$ cat config.mk
export PLATFORM = sky130hd
export DESIGN_NAME = id_operand_stage
export DESIGN_NICKNAME = d
export VERILOG_FILES = /design/src/rtl/dlx_pkg.sv /design/src/rtl/fwd_mux.sv /design/src/rtl/id_operand_stage.sv
export SDC_FILE = /design/constraint.sdc
export NUM_CORES = 1
export LEC_CHECK = 0
export BUFFER_PORTS_ARGS = -buffer_cell sky130_fd_sc_hd__buf_2
export CORE_MARGIN = 4
export CORE_UTILIZATION = 30
export CTS_CLUSTER_SIZE = 14
export DETAILED_ROUTE_END_ITERATION = 12
export PLACE_DENSITY = 0.65
export SYNTH_ARGS = -nofsm -noshare
export SYNTH_HDL_FRONTEND = slang
export SYNTH_SLANG_ARGS = --single-unit
export TNS_END_PERCENT = 5
$ cat constraint.sdc
create_clock -name clk -period 2.8 [get_ports clk]
set_clock_uncertainty 0.2 [all_clocks]
set_input_delay 0.7 -clock clk [delete_from_list [all_inputs] [get_ports clk]]
set_output_delay 0.7 -clock clk [all_outputs]
set_load 0.1 [all_outputs]
$ cat src/rtl/dlx_pkg.sv
// dlx_pkg: shared widths and forwarding-select encoding for the DLX decode stage.
package dlx_pkg;
    localparam int DATA_W = 32;
    localparam int REG_AW = 5;
    localparam logic [REG_AW-1:0] REG_ZERO = '0;
    typedef enum logic [1:0] {FWD_RF, FWD_EX, FWD_MEM, FWD_WB} fwd_sel_t;
endpackage

$ cat src/rtl/fwd_mux.sv
// fwd_mux: bypass compare and 4:1 operand select for one source register.
module fwd_mux
    import dlx_pkg::*;
#(
    parameter int DW = DATA_W,
    parameter int AW = REG_AW
) (
    input  logic [AW-1:0] i_src,
    input  logic [DW-1:0] i_rf_data,
    input  logic          i_ex_valid,
    input  logic [AW-1:0] i_ex_rd,
    input  logic          i_ex_is_load,
    input  logic [DW-1:0] i_ex_result,
    input  logic          i_mem_valid,
    input  logic [AW-1:0] i_mem_rd,
    input  logic [DW-1:0] i_mem_result,
    input  logic          i_wb_valid,
    input  logic [AW-1:0] i_wb_rd,
    input  logic [DW-1:0] i_wb_result,
    output logic          o_ex_match,
    output logic [DW-1:0] o_data
);
    logic     w_ex;
    logic     w_mem;
    logic     w_wb;
    fwd_sel_t w_sel;

    assign w_ex  = i_ex_valid  && i_ex_rd  == i_src && i_ex_rd  != '0;
    assign w_mem = i_mem_valid && i_mem_rd == i_src && i_mem_rd != '0;
    assign w_wb  = i_wb_valid  && i_wb_rd  == i_src && i_wb_rd  != '0;
    assign o_ex_match = w_ex;

    // A load in EX has no data yet, so it drops out of the priority chain.
    assign w_sel = (w_ex && !i_ex_is_load) ? FWD_EX :
                   w_mem                   ? FWD_MEM :
                   w_wb                    ? FWD_WB : FWD_RF;

    assign o_data = (i_src == '0)      ? '0 :
                    (w_sel == FWD_EX)  ? i_ex_result :
                    (w_sel == FWD_MEM) ? i_mem_result :
                    (w_sel == FWD_WB)  ? i_wb_result : i_rf_data;
endmodule

$ cat src/rtl/id_operand_stage.sv
// id_operand_stage: DLX ID operand fetch with bypassing, load-use stall and ID/EX register.
module id_operand_stage #(
    parameter int DATA_W = dlx_pkg::DATA_W,
    parameter int REG_AW = dlx_pkg::REG_AW,
    parameter int CNT_W  = 16
) (
    input  logic              clk,
    input  logic              rst_n,
    input  logic              id_valid,
    input  logic [REG_AW-1:0] id_rs1,
    input  logic [REG_AW-1:0] id_rs2,
    input  logic              id_rs1_used,
    input  logic              id_rs2_used,
    input  logic [REG_AW-1:0] id_rd,
    input  logic [DATA_W-1:0] rf_data1,
    input  logic [DATA_W-1:0] rf_data2,
    input  logic              ex_valid,
    input  logic [REG_AW-1:0] ex_rd,
    input  logic              ex_is_load,
    input  logic [DATA_W-1:0] ex_result,
    input  logic              mem_valid,
    input  logic [REG_AW-1:0] mem_rd,
    input  logic [DATA_W-1:0] mem_result,
    input  logic              wb_valid,
    input  logic [REG_AW-1:0] wb_rd,
    input  logic [DATA_W-1:0] wb_result,
    input  logic              ex_hold,
    input  logic              flush,
    output logic              id_stall,
    output logic              idex_valid,
    output logic [DATA_W-1:0] idex_a,
    output logic [DATA_W-1:0] idex_b,
    output logic [REG_AW-1:0] idex_rd,
    output logic [CNT_W-1:0]  stall_cnt
);
    logic              w_a_ex;
    logic              w_b_ex;
    logic [DATA_W-1:0] w_a;
    logic [DATA_W-1:0] w_b;
    logic              w_load_use;
    logic              r_valid;
    logic [DATA_W-1:0] r_a;
    logic [DATA_W-1:0] r_b;
    logic [REG_AW-1:0] r_rd;
    logic [CNT_W-1:0]  r_cnt;

    fwd_mux #(.DW(DATA_W), .AW(REG_AW)) u_fwd_a (
        .i_src(id_rs1), .i_rf_data(rf_data1),
        .i_ex_valid(ex_valid), .i_ex_rd(ex_rd), .i_ex_is_load(ex_is_load), .i_ex_result(ex_result),
        .i_mem_valid(mem_valid), .i_mem_rd(mem_rd), .i_mem_result(mem_result),
        .i_wb_valid(wb_valid), .i_wb_rd(wb_rd), .i_wb_result(wb_result),
        .o_ex_match(w_a_ex), .o_data(w_a)
    );

    fwd_mux #(.DW(DATA_W), .AW(REG_AW)) u_fwd_b (
        .i_src(id_rs2), .i_rf_data(rf_data2),
        .i_ex_valid(ex_valid), .i_ex_rd(ex_rd), .i_ex_is_load(ex_is_load), .i_ex_result(ex_result),
        .i_mem_valid(mem_valid), .i_mem_rd(mem_rd), .i_mem_result(mem_result),
        .i_wb_valid(wb_valid), .i_wb_rd(wb_rd), .i_wb_result(wb_result),
        .o_ex_match(w_b_ex), .o_data(w_b)
    );

    assign w_load_use = id_valid && ex_is_load && ((id_rs1_used && w_a_ex) || (id_rs2_used && w_b_ex));
    assign id_stall   = w_load_use || ex_hold;

    always_ff @(posedge clk) begin
        if (!rst_n) begin
            r_valid <= 1'b0;
            r_a     <= '0;
            r_b     <= '0;
            r_rd    <= '0;
            r_cnt   <= '0;
        end else begin
            if (flush) begin
                r_valid <= 1'b0;
            end else if (ex_hold) begin
                r_valid <= r_valid;
            end else if (w_load_use) begin
                r_valid <= 1'b0;
                r_rd    <= '0;
            end else begin
                r_valid <= id_valid;
                r_a     <= w_a;
                r_b     <= w_b;
                r_rd    <= id_rd;
            end
            if (id_stall && r_cnt != '1)
                r_cnt <= r_cnt + 1'b1;
        end
    end

    assign idex_valid = r_valid;
    assign idex_a     = r_a;
    assign idex_b     = r_b;
    assign idex_rd    = r_rd;
    assign stall_cnt  = r_cnt;
endmodule

==> flow_summary.toml, run 1 <==
[status]
status = "complete, no violations"

[detailed_routing]
drt_iter0_markers = 521
vias_per_cell = 5.675
dr.pass1.iters = 5
wl_per_cell_um = 21.60
wirelength_um = 25300
vias = 6646
drc_errors = 0
antenna_left = 0

[setup_path]
critPathArrivalTime_ns = 1.83
endpoint_kind = "output port"
r2r_slack_ns = 0.49
cp-start-kind = "primary input"
reg2reg_from = "stall_cnt[0]$_SDFFE_PN0P_"
path_class = "in2out"
crit_family = "simple AND/OR/NAND/NOR gates"
critPathRequiredTime_ns = 1.90
r2r-end = "stall_cnt[8]$_SDFFE_PN0P_"
r2r_cells = 7
cp_slowest_cell = "and4_1"
crit_fanout = 2
crit_chain = "buf_2 > xor2_1 > nor3_2 > and4_1 > o21ai_2 > and2_4 > clkinvlp_4 > buf_12"
path_buf_inv = 3
cp_slowest_stage_delay_ns = 0.21

[sta]
timing.final.crit_share_pct = 97.67
tightest_slew_ns = 0.9948
rsz0062_at_grt = "false"
relSlewSlack_pct = 33.32
slew_violations = 0
layout_setup_ws_ns = 0.06520
setup_viol_count_final = 0
max_freq_mhz = 365.7
final-hold-violation-count = 0
period_needed_ns = 2.735

[logic_synthesis]
yosysSeqAreaShare_pct = 31.26
synth_seq_cells = 86
synth-async-reset-ratio_pct = 0
synthTopCellsByArea = "dfxtp_1 31%, a221oi_2 7.1%, o21ai_0 6.1%"
synth_edf_count = 0
netlist_area_um2 = 5508
yosysWarnings = 0
synth_top_cell_by_area = "dfxtp_1"
synthCells = 630
syn_avg_cell_area_um2 = 8.743
syn_nets = 832
synthFlopType = "dfxtp_1"
synth_top_area_share_pct = 31.26
yosys.cell_types.count = 60

[cells_and_area]
area_delta_synth_final_pct = 46.16
final_cell_mix = "286 x buf_2, 82 x dfxtp_1, 67 x o21ai_0, 45 x nand2_1, 43 x buf_4"
nets = 1135
regArea_um2 = 1727
drive_above_1_share_pct = 45.31
final_common_cell = "buf_2"
final.fill_count = 1824
multiInputGateArea_um2 = 3518

[floorplan]
num_rows = 49
initial_utilization_pct = 30.56
coreArea_um2 = 18020
die-area_um2 = 20590
dieWidth_um = 143.5
die_y_um = 143.5
ios = 288

[clock_tree]
clk_pin_slew_ns = 0.06
clkLatencyLatePin_ns = 0.34
htree_num_levels = 3
cts_buffer_depth = 2
cts_root_buf = "clkbuf_16"
cts_setup_buffers = 0
cts_tree = "done"
cts_made_buffers = 9
numClockSinks = 86

[place]
hpwl_um = 18990
dp_worst_setup_slack_ns = -0.1352
gp_congestion = 0.9204
portBuffers = 287

[global_routing]
overflow = 0
grt_pass1_vias = 6479
antenna_found_initial = 2
grt_max_degree = 33
grt_pass1_wl_um = 36960
grt.total_usage_pct = 23.18

[min_path]
hold_end = "idex_a[0]$_SDFFE_PN0P_"
min_path_type = "reg2reg"
hold_depth = 1
min_from = "idex_a[0]$_SDFFE_PN0P_"

[power]
power_density_nw_per_um2 = 464.6
irDropWorstVdd_v = 0.0002815
power_mw = 3.740
p_leak_nw = 3.536

[job]
drv_cap = 0
==> cell usage after synthesis, types with 2 or more instances <==
| cell | n |
|---|---|
| nor3_2 | 2 |
| a21boi_0 | 3 |
| nand3b_1 | 2 |
| or4_1 | 5 |
| nor3_1 | 9 |
| xnor2_1 | 23 |
| nand3_1 | 11 |
| a2bb2oi_1 | 32 |
| and2_1 | 27 |
| a32o_1 | 3 |
| a22o_1 | 29 |
| buf_4 | 7 |
| o21ai_0 | 67 |
| clkbuf_1 | 27 |
| o41ai_1 | 2 |
| a31oi_1 | 3 |
| nand2_1 | 46 |
| dfxtp_1 | 86 |
| o31ai_1 | 2 |
| nand2b_1 | 4 |
| and3_1 | 6 |
| a22oi_1 | 6 |
| o21ai_1 | 29 |
| and4_1 | 5 |
| buf_2 | 17 |
| a211oi_1 | 2 |
| a221oi_2 | 26 |
| inv_1 | 6 |
| or3_1 | 6 |
| a221oi_1 | 29 |
| nor2b_1 | 2 |
| nor2_2 | 3 |
| o21ai_2 | 2 |
| buf_6 | 4 |
| o2bb2ai_1 | 35 |
| nor2_1 | 17 |
| xor2_1 | 11 |
| a211oi_2 | 2 |
| a21oi_1 | 10 |
| nand4_1 | 2 |
==> per-stage QoR <==
| step | setup TNS [ns] | utilization [%] | instances | hold WS [ns] | area [µm²] |
|---|---|---|---|---|---|
| 2_1_floorplan | -0.01483 | - | 630 | 0.5182 | 5519 |
| 3_3_place_gp | -3.009 | 42.80 | 1151 | 0.2416 | 7715 |
| 3_5_place_dp | -4.571 | 42.80 | 1151 | 0.2409 | 7715 |
| 4_1_cts | 0 | 44.51 | 1167 | 0.2629 | 8023 |
| 5_1_grt | 0 | 44.63 | 1169 | 0.2737 | 8045 |
| 6_report | 0 | 44.66 | 1171 | 0.2610 | 8050 |
==> layout make-up <==
cell class | count | share of cell area, %
multi-input combinational | 480 | 43.71
timing repair buffer | 350 | 27.01
sequential | 86 | 21.45
tap | 229 | 3.559
clock buffer | 9 | 2.798
clock inverter | 7 | 1.026
inverter | 6 | 0.3264
antenna | 4 | 0.1243
==> cell families (layout without fill, tap and decap cells) <==
family / after synthesis / count (layout) / share of synthesized area, %
fa+ha+maj: 1 / 1 / 0.2271
flops: 86 / 86 / 31.26
compound gates: 288 / 288 / 41.64
simple gates: 156 / 156 / 15.20
xor+xnor: 34 / 34 / 5.407
buf+inv: 64 / 372 / 6.088
other cells: 0 / 4 / 0
mux: 1 / 1 / 0.1817
==> per-layer routing <==
layer  GRT usage [%]  up-vias  part of all wire (%)
li1                -     3065                     -
met1           31.55     3132                    42
met2           36.01      394                    46
met3           4.493       55                   9.1
met4           9.514        0                   2.8
met5               0        -                     0
==> worst register-to-register path: cells and delay by family (launching register included) <==
kind / cells / cell delay (ns)
flip-flops: 1 / 0.36
AO/OA/AOI/OAI: 2 / 0.38
buffers and inverters: 1 / 0.17
AND/OR/NAND/NOR: 3 / 0.89
adder cells (fa/ha/maj): 1 / 0.24
==> repair_timing <==
item / 4_1_cts / 5_1_grt
setup endpoints to repair: 0 / 1
hold endpoints to repair: 0 / 0
hold buffers: 0 / 0
gates resized for setup: 0 / 3
==> registers in the layout, indices dropped and copies added, names as in the netlist <==
| name | count |
|---|---|
| stall_cnt | 16 |
| idex_b | 32 |
| idex_rd | 5 |
| idex_valid | 1 |
| idex_a | 32 |
==> how the worst max path moves through the flow <==
stage,from,end,cells after the start
CTS,ex_rd[2],id_stall,8
global route,ex_rd[4],id_stall,8
finish,id_rs1[4],id_stall,8
floorplan,stall_cnt[7]$_SDFFE_PN0P_,stall_cnt[15]$_SDFFE_PN0P_,7
detailed placement,wb_rd[1],idex_b[18]$_SDFFE_PN0P_,9
global placement,wb_rd[1],idex_a[2]$_SDFFE_PN0P_,9
==> power by group <==
part	leakage, nW	switching (mW)	internal (mW)
logic	2.68	0.771	0.381
clock network	0.153	0.568	0.705
registers	0.704	0.0344	1.28
No activity file was read; power rests on OpenSTA's default activity.
==> run 2: changes to the inputs <==
--- a/config.mk
+++ b/config.mk
@@ -5,12 +5,13 @@
 export SDC_FILE = /design/constraint.sdc
 export NUM_CORES = 1
 export LEC_CHECK = 0
+export ABC_AREA = 1
 export BUFFER_PORTS_ARGS = -buffer_cell sky130_fd_sc_hd__buf_2
 export CORE_MARGIN = 4
 export CORE_UTILIZATION = 30
 export CTS_CLUSTER_SIZE = 14
 export DETAILED_ROUTE_END_ITERATION = 12
-export PLACE_DENSITY = 0.65
+export PLACE_DENSITY = 0.63
 export SYNTH_ARGS = -nofsm -noshare
 export SYNTH_HDL_FRONTEND = slang
 export SYNTH_SLANG_ARGS = --single-unit
==> flow_summary.toml, run 2 <==
[place]
placed_area_um2 = 8214
hpwl_um = 22850
dp_worst_setup_slack_ns = 0.07626
portBuffers = 287
gp_congestion = 0.8942

[cells_and_area]
area_delta_synth_final_pct = 34.41
nets = 1605
final_cell_mix = "412 x nand2_1, 286 x buf_2, 138 x nor2_1, 107 x inv_1, 93 x a21oi_1"
final_common_cell = "nand2_1"
drive_above_1_share_pct = 27.41
final.fill_count = 2415
design_area_um2 = 8563

[floorplan]
ios = 288
die_y_um = 153.7
coreArea_um2 = 20960
dieWidth_um = 153.7
num_rows = 53
die-area_um2 = 23630
initial_utilization_pct = 30.40

[setup_path]
path_class = "in2out"
crit_family = "simple AND/OR/NAND/NOR gates"
path_buf_inv = 3
critPathArrivalTime_ns = 1.83
cp_slowest_cell = "buf_12"
r2r_cells = 10
crit_cells = 10
crit_top_cell = "nand2_4"
cp_slowest_stage_delay_ns = 0.18
crit_fanout = 5
cp-start-kind = "primary input"
endpoint_kind = "output port"
critPathRequiredTime_ns = 1.90
crit_chain = "buf_2 > inv_2 > a21oi_2 > nand2_1 > nor2_2 > nand3_1 > nand2_2 > nand2_4 > nand2_4 > buf_12"

[logic_synthesis]
synthAdderAreaFrac_pct = 0.1964
synth_edf_count = 0
syn_nets = 1319
synthCells = 1117
synth_top_family_by_area = "simple AND/OR/NAND/NOR gates"
muxShareOfSynthArea_pct = 0
synthTopCellsByCount = "413 x nand2_1, 138 x nor2_1, 108 x inv_1"
synth_compound_area_share_pct = 16.36
syn_avg_cell_area_um2 = 5.704
synth_seq_cells = 86
yosysSeqAreaShare_pct = 27.02
yosys.cell_types.count = 34
synthSimpleGateAreaFrac_pct = 41.67
yosysMostFrequentCell = "nand2_1"
synthTopCellsByArea = "dfxtp_1 27%, nand2_1 24%, nor2_1 8.1%"
yosysWarnings = 0
synth-async-reset-ratio_pct = 0
netlist_area_um2 = 6371
synthFlopType = "dfxtp_1"
synth_top_cell_by_area = "dfxtp_1"
synth_xor_area_share_pct = 1.787
synth_top_area_share_pct = 27.02

[clock_tree]
holdBufCountCts = 0
htree_num_levels = 3
cts_tree = "done"
cts_root_buf = "clkbuf_16"
numClockSinks = 86
clk_pin_slew_ns = 0.06
cts_buffer_depth = 2
clkLatencyLatePin_ns = 0.35
cts_made_buffers = 9

[detailed_routing]
drt_iter0_markers = 596
antenna_left = 0
drc_errors = 0
vias = 8165
vias_per_cell = 4.849
wl_per_cell_um = 17.48
dr.pass1.iters = 5
wirelength_um = 29440

[global_routing]
grtUsageMet1_pct = 30.19
overflow = 0
grt_pass1_wl_um = 43860
grt.total_usage_pct = 23.68
globalRouteMet2Util_pct = 38.31
busiest_layer = "met2"
grt_max_degree = 66
antenna_found_initial = 4
grt_pass1_vias = 7792
met3_usage_pct = 4.841

[job]
drv_cap = 0

[power]
p_leak_nw = 4.705
irDropWorstVdd_v = 0.0002122
power_density_nw_per_um2 = 443.1

[sta]
timing.final.crit_share_pct = 97.42
final-hold-violation-count = 0
slew_violations = 0
layout_setup_ws_ns = 0.07215
period_needed_ns = 2.728
rsz0062_at_grt = "false"
max_freq_mhz = 366.6
fin_tns_setup_ns = 0
relSlewSlack_pct = 62.96
tightest_slew_ns = 0.5595
setup_viol_count_final = 0

[status]
status = "complete, no violations"

[min_path]
hold_depth = 2
min_path_type = "reg2reg"
[run 2: cell families after synthesis]
group,after synthesis
AO/OA/AOI/OAI,191
XOR/XNOR,13
adder cells (fa/ha/maj),1
buffers and inverters,180
flip-flops,86
AND/OR/NAND/NOR,646
[run 2: repair_timing]
item,in CTS,in global routing
resized for setup,0,3
setup endpoints to repair,0,1
buffers inserted,0,2
[run 2: layout make-up]
cell class | instances | area, µm² | area share (%)
clock buffer | 11 | 242.7 | 2.835
timing repair buffer | 329 | 1867 | 21.80
tap | 275 | 344.1 | 4.018
antenna | 1 | 2.502 | 0.02922
sequential | 86 | 1722 | 20.11
multi-input combinational | 851 | 3830 | 44.73
inverter | 126 | 473.0 | 5.523
clock inverter | 5 | 82.58 | 0.9643
[run 2: final timing paths]
check	endpoint	slack (ns)	from
worst max-delay path	id_stall	0.07	id_rs2[3]
worst max register to register	stall_cnt[0]$_SDFFE_PN0P_	0.45	stall_cnt[0]$_SDFFE_PN0P_
worst min-delay path	idex_a[15]$_SDFFE_PN0P_	0.26	idex_a[15]$_SDFFE_PN0P_
worst min register to register	idex_a[15]$_SDFFE_PN0P_	0.26	idex_a[15]$_SDFFE_PN0P_
[run 2: stage by stage]
stage	hold slack [ns]	total power [mW]	utilization, %	std cells
2_1_floorplan	0.5785	2.074	-	1117
3_3_place_gp	0.2507	2.457	39.20	1665
3_5_place_dp	0.2527	2.456	39.20	1665
4_1_cts	0.2629	3.812	40.75	1681
5_1_grt	0.2704	3.956	40.86	1684
6_report	0.2612	3.794	40.86	1684
[run 2: per-layer routing]
metal  up-vias  share of wire, %
met5         -              0.12
met4         6               4.3
met3        63               7.5
met2       380                46
met1      3627                42
li1       4089                 -
[run 2: where the power goes]
part / internal (mW) / switching [mW]
sequential: 1.28 / 0.0326
combinational: 0.302 / 0.822
clock: 0.810 / 0.551
[run 2: worst register-to-register path: stages, from the launching register on]
cell,delay (ns)
dfxtp_1,0.45
ha_1,0.21
nand2_1,0.11
nor3_2,0.27
nand2_2,0.13
nor3_4,0.22
nand3_2,0.12
nand2_4,0.15
inv_2,0.14
o21ai_0,0.18
a21oi_1,0.05
==> run 3: changes to the inputs <==
==> constraint.sdc (replaced) <==
create_clock -name clk -period 3 [get_ports clk]
set_clock_uncertainty 0.2 [all_clocks]
set_input_delay 0.75 -clock clk [delete_from_list [all_inputs] [get_ports clk]]
set_output_delay 0.75 -clock clk [all_outputs]
set_load 0.1 [all_outputs]
==> flow_summary.toml, run 3 (same netlist as run 2, synthesis figures left out) <==
[detailed_routing]
vias = 8113
wl_per_cell_um = 17.41
drc_errors = 0
antenna_left = 0
drt_iter0_markers = 514
dr.pass1.iters = 5
vias_per_cell = 4.844
wirelength_um = 29160

[place]
hpwl_um = 22640
gp_congestion = 0.8945
portBuffers = 287
placed_area_um2 = 8142
placed_cells = 1657

[sta]
slew_violations = 0
timing.final.crit_share_pct = 94.23
relSlewSlack_pct = 62.30
period_needed_ns = 2.827
setup_viol_count_final = 0
fin_tns_setup_ns = 0
final-hold-violation-count = 0
max_freq_mhz = 353.7
rsz0062_at_grt = "false"
whs_ns = 0.2615
tightest_slew_ns = 0.5695

[floorplan]
ios = 288
dieWidth_um = 153.7
num_rows = 53
coreArea_um2 = 20960
initial_utilization_pct = 30.40
die_y_um = 153.7
die-area_um2 = 23630

[clock_tree]
cts_made_buffers = 9
cts-resized-gates = 0
clk_pin_slew_ns = 0.06
cts_buffer_depth = 2
htree_num_levels = 3
cts_tree = "done"
numClockSinks = 86
holdBufCountCts = 0
cts_setup_buffers = 0
clkLatencyLatePin_ns = 0.34
cts_root_buf = "clkbuf_16"

[cells_and_area]
design_area_um2 = 8419
nets = 1595
final_cell_mix = "412 x nand2_1, 286 x buf_2, 138 x nor2_1, 108 x inv_1, 94 x a21oi_1"
final.fill_count = 2395
area_delta_synth_final_pct = 32.15
drive_above_1_share_pct = 26.61
final_core_util_pct = 40.18
final_common_cell = "nand2_1"
fin_cells = 1675

[status]
status = "complete, no violations"

[setup_path]
critPathRequiredTime_ns = 2.05
path_class = "in2out"
crit_chain = "buf_2 > inv_1 > nand2_1 > nand2_1 > nand2_1 > nor2_2 > nand3_1 > nand2_2 > nand2_4 > nand2_4 > buf_12"
cp-start-kind = "primary input"
crit_top_cell = "nand2_1"
critPathArrivalTime_ns = 1.88
endpoint_kind = "output port"
cp_slowest_cell = "buf_12"
crit_fanout = 10
cp_slowest_stage_delay_ns = 0.18

[power]
combPwrFrac_pct = 31.2
power_frac_seq_pct = 36.6
p_leak_nw = 4.618
power_frac_clock_pct = 32.1
switchingPower_mw = 1.281
intPower_mw = 2.052
power_density_nw_per_um2 = 395.9
switching_share_pct = 38.44
irDropWorstVdd_v = 0.0001776

[global_routing]
grt.total_usage_pct = 23.62
grt_pass1_vias = 7573
antenna_found_initial = 5
overflow = 0
grt_max_degree = 44
grt_pass1_wl_um = 43530

[job]
drv_cap = 0

[min_path]
min_path_type = "reg2reg"
-- run 3: worst max-delay path, delay by kind of cell --
family	cells	cell delay (ns)
buffers and inverters	3	0.39
AND/OR/NAND/NOR	8	0.72
-- run 3: per-stage QoR --
step           power, mW  setup slack [ns]
6_report           3.333            0.1730
5_1_grt            3.483           0.01503
4_1_cts            3.366            0.1504
3_5_place_dp       2.285            0.1538
3_3_place_gp       2.286            0.1444
2_1_floorplan      1.936            0.2114
-- run 3: path summary, 6_finish.rpt --
path                              from                        end  slack, ns  cells past startpoint
max                           ex_rd[4]                   id_stall       0.17                     11
min reg2reg     idex_b[5]$_SDFFE_PN0P_     idex_b[5]$_SDFFE_PN0P_       0.26                      2
min             idex_b[5]$_SDFFE_PN0P_     idex_b[5]$_SDFFE_PN0P_       0.26                      2
max reg2reg  stall_cnt[0]$_SDFFE_PN0P_  stall_cnt[0]$_SDFFE_PN0P_       0.63                     10
-- run 3: area by class of cell --
class	count	area, µm²	share of cell area [%]
antenna	2	5.005	0.05944
inverter	126	473.0	5.617
sequential	86	1722	20.45
tap	275	344.1	4.087
clock buffer	13	250.2	2.972
clock inverter	3	20.02	0.2378
timing repair buffer	319	1779	21.13
multi-input combinational	851	3826	45.45
-- run 3: power groups by stage --
stage / Clock [mW] / Sequential [mW] / Combinational, mW
4_1_cts: 1.10 / 1.22 / 1.04
2_1_floorplan: 0 / 1.61 / 0.327
5_1_grt: 1.14 / 1.23 / 1.12
6_report: 1.07 / 1.22 / 1.04
3_3_place_gp: 0 / 1.25 / 1.04
3_5_place_dp: 0 / 1.25 / 1.04
-- run 3: routing by layer --
metal / GRT usage [%] / share of wire [%] / up-vias
met1: 30.59 / 43 / 3646
met2: 38.67 / 46 / 343
met4: 9.378 / 3.4 / 6
met3: 4.728 / 7.1 / 54
met5: 0 / 0.14 / -
li1: - / - / 4064
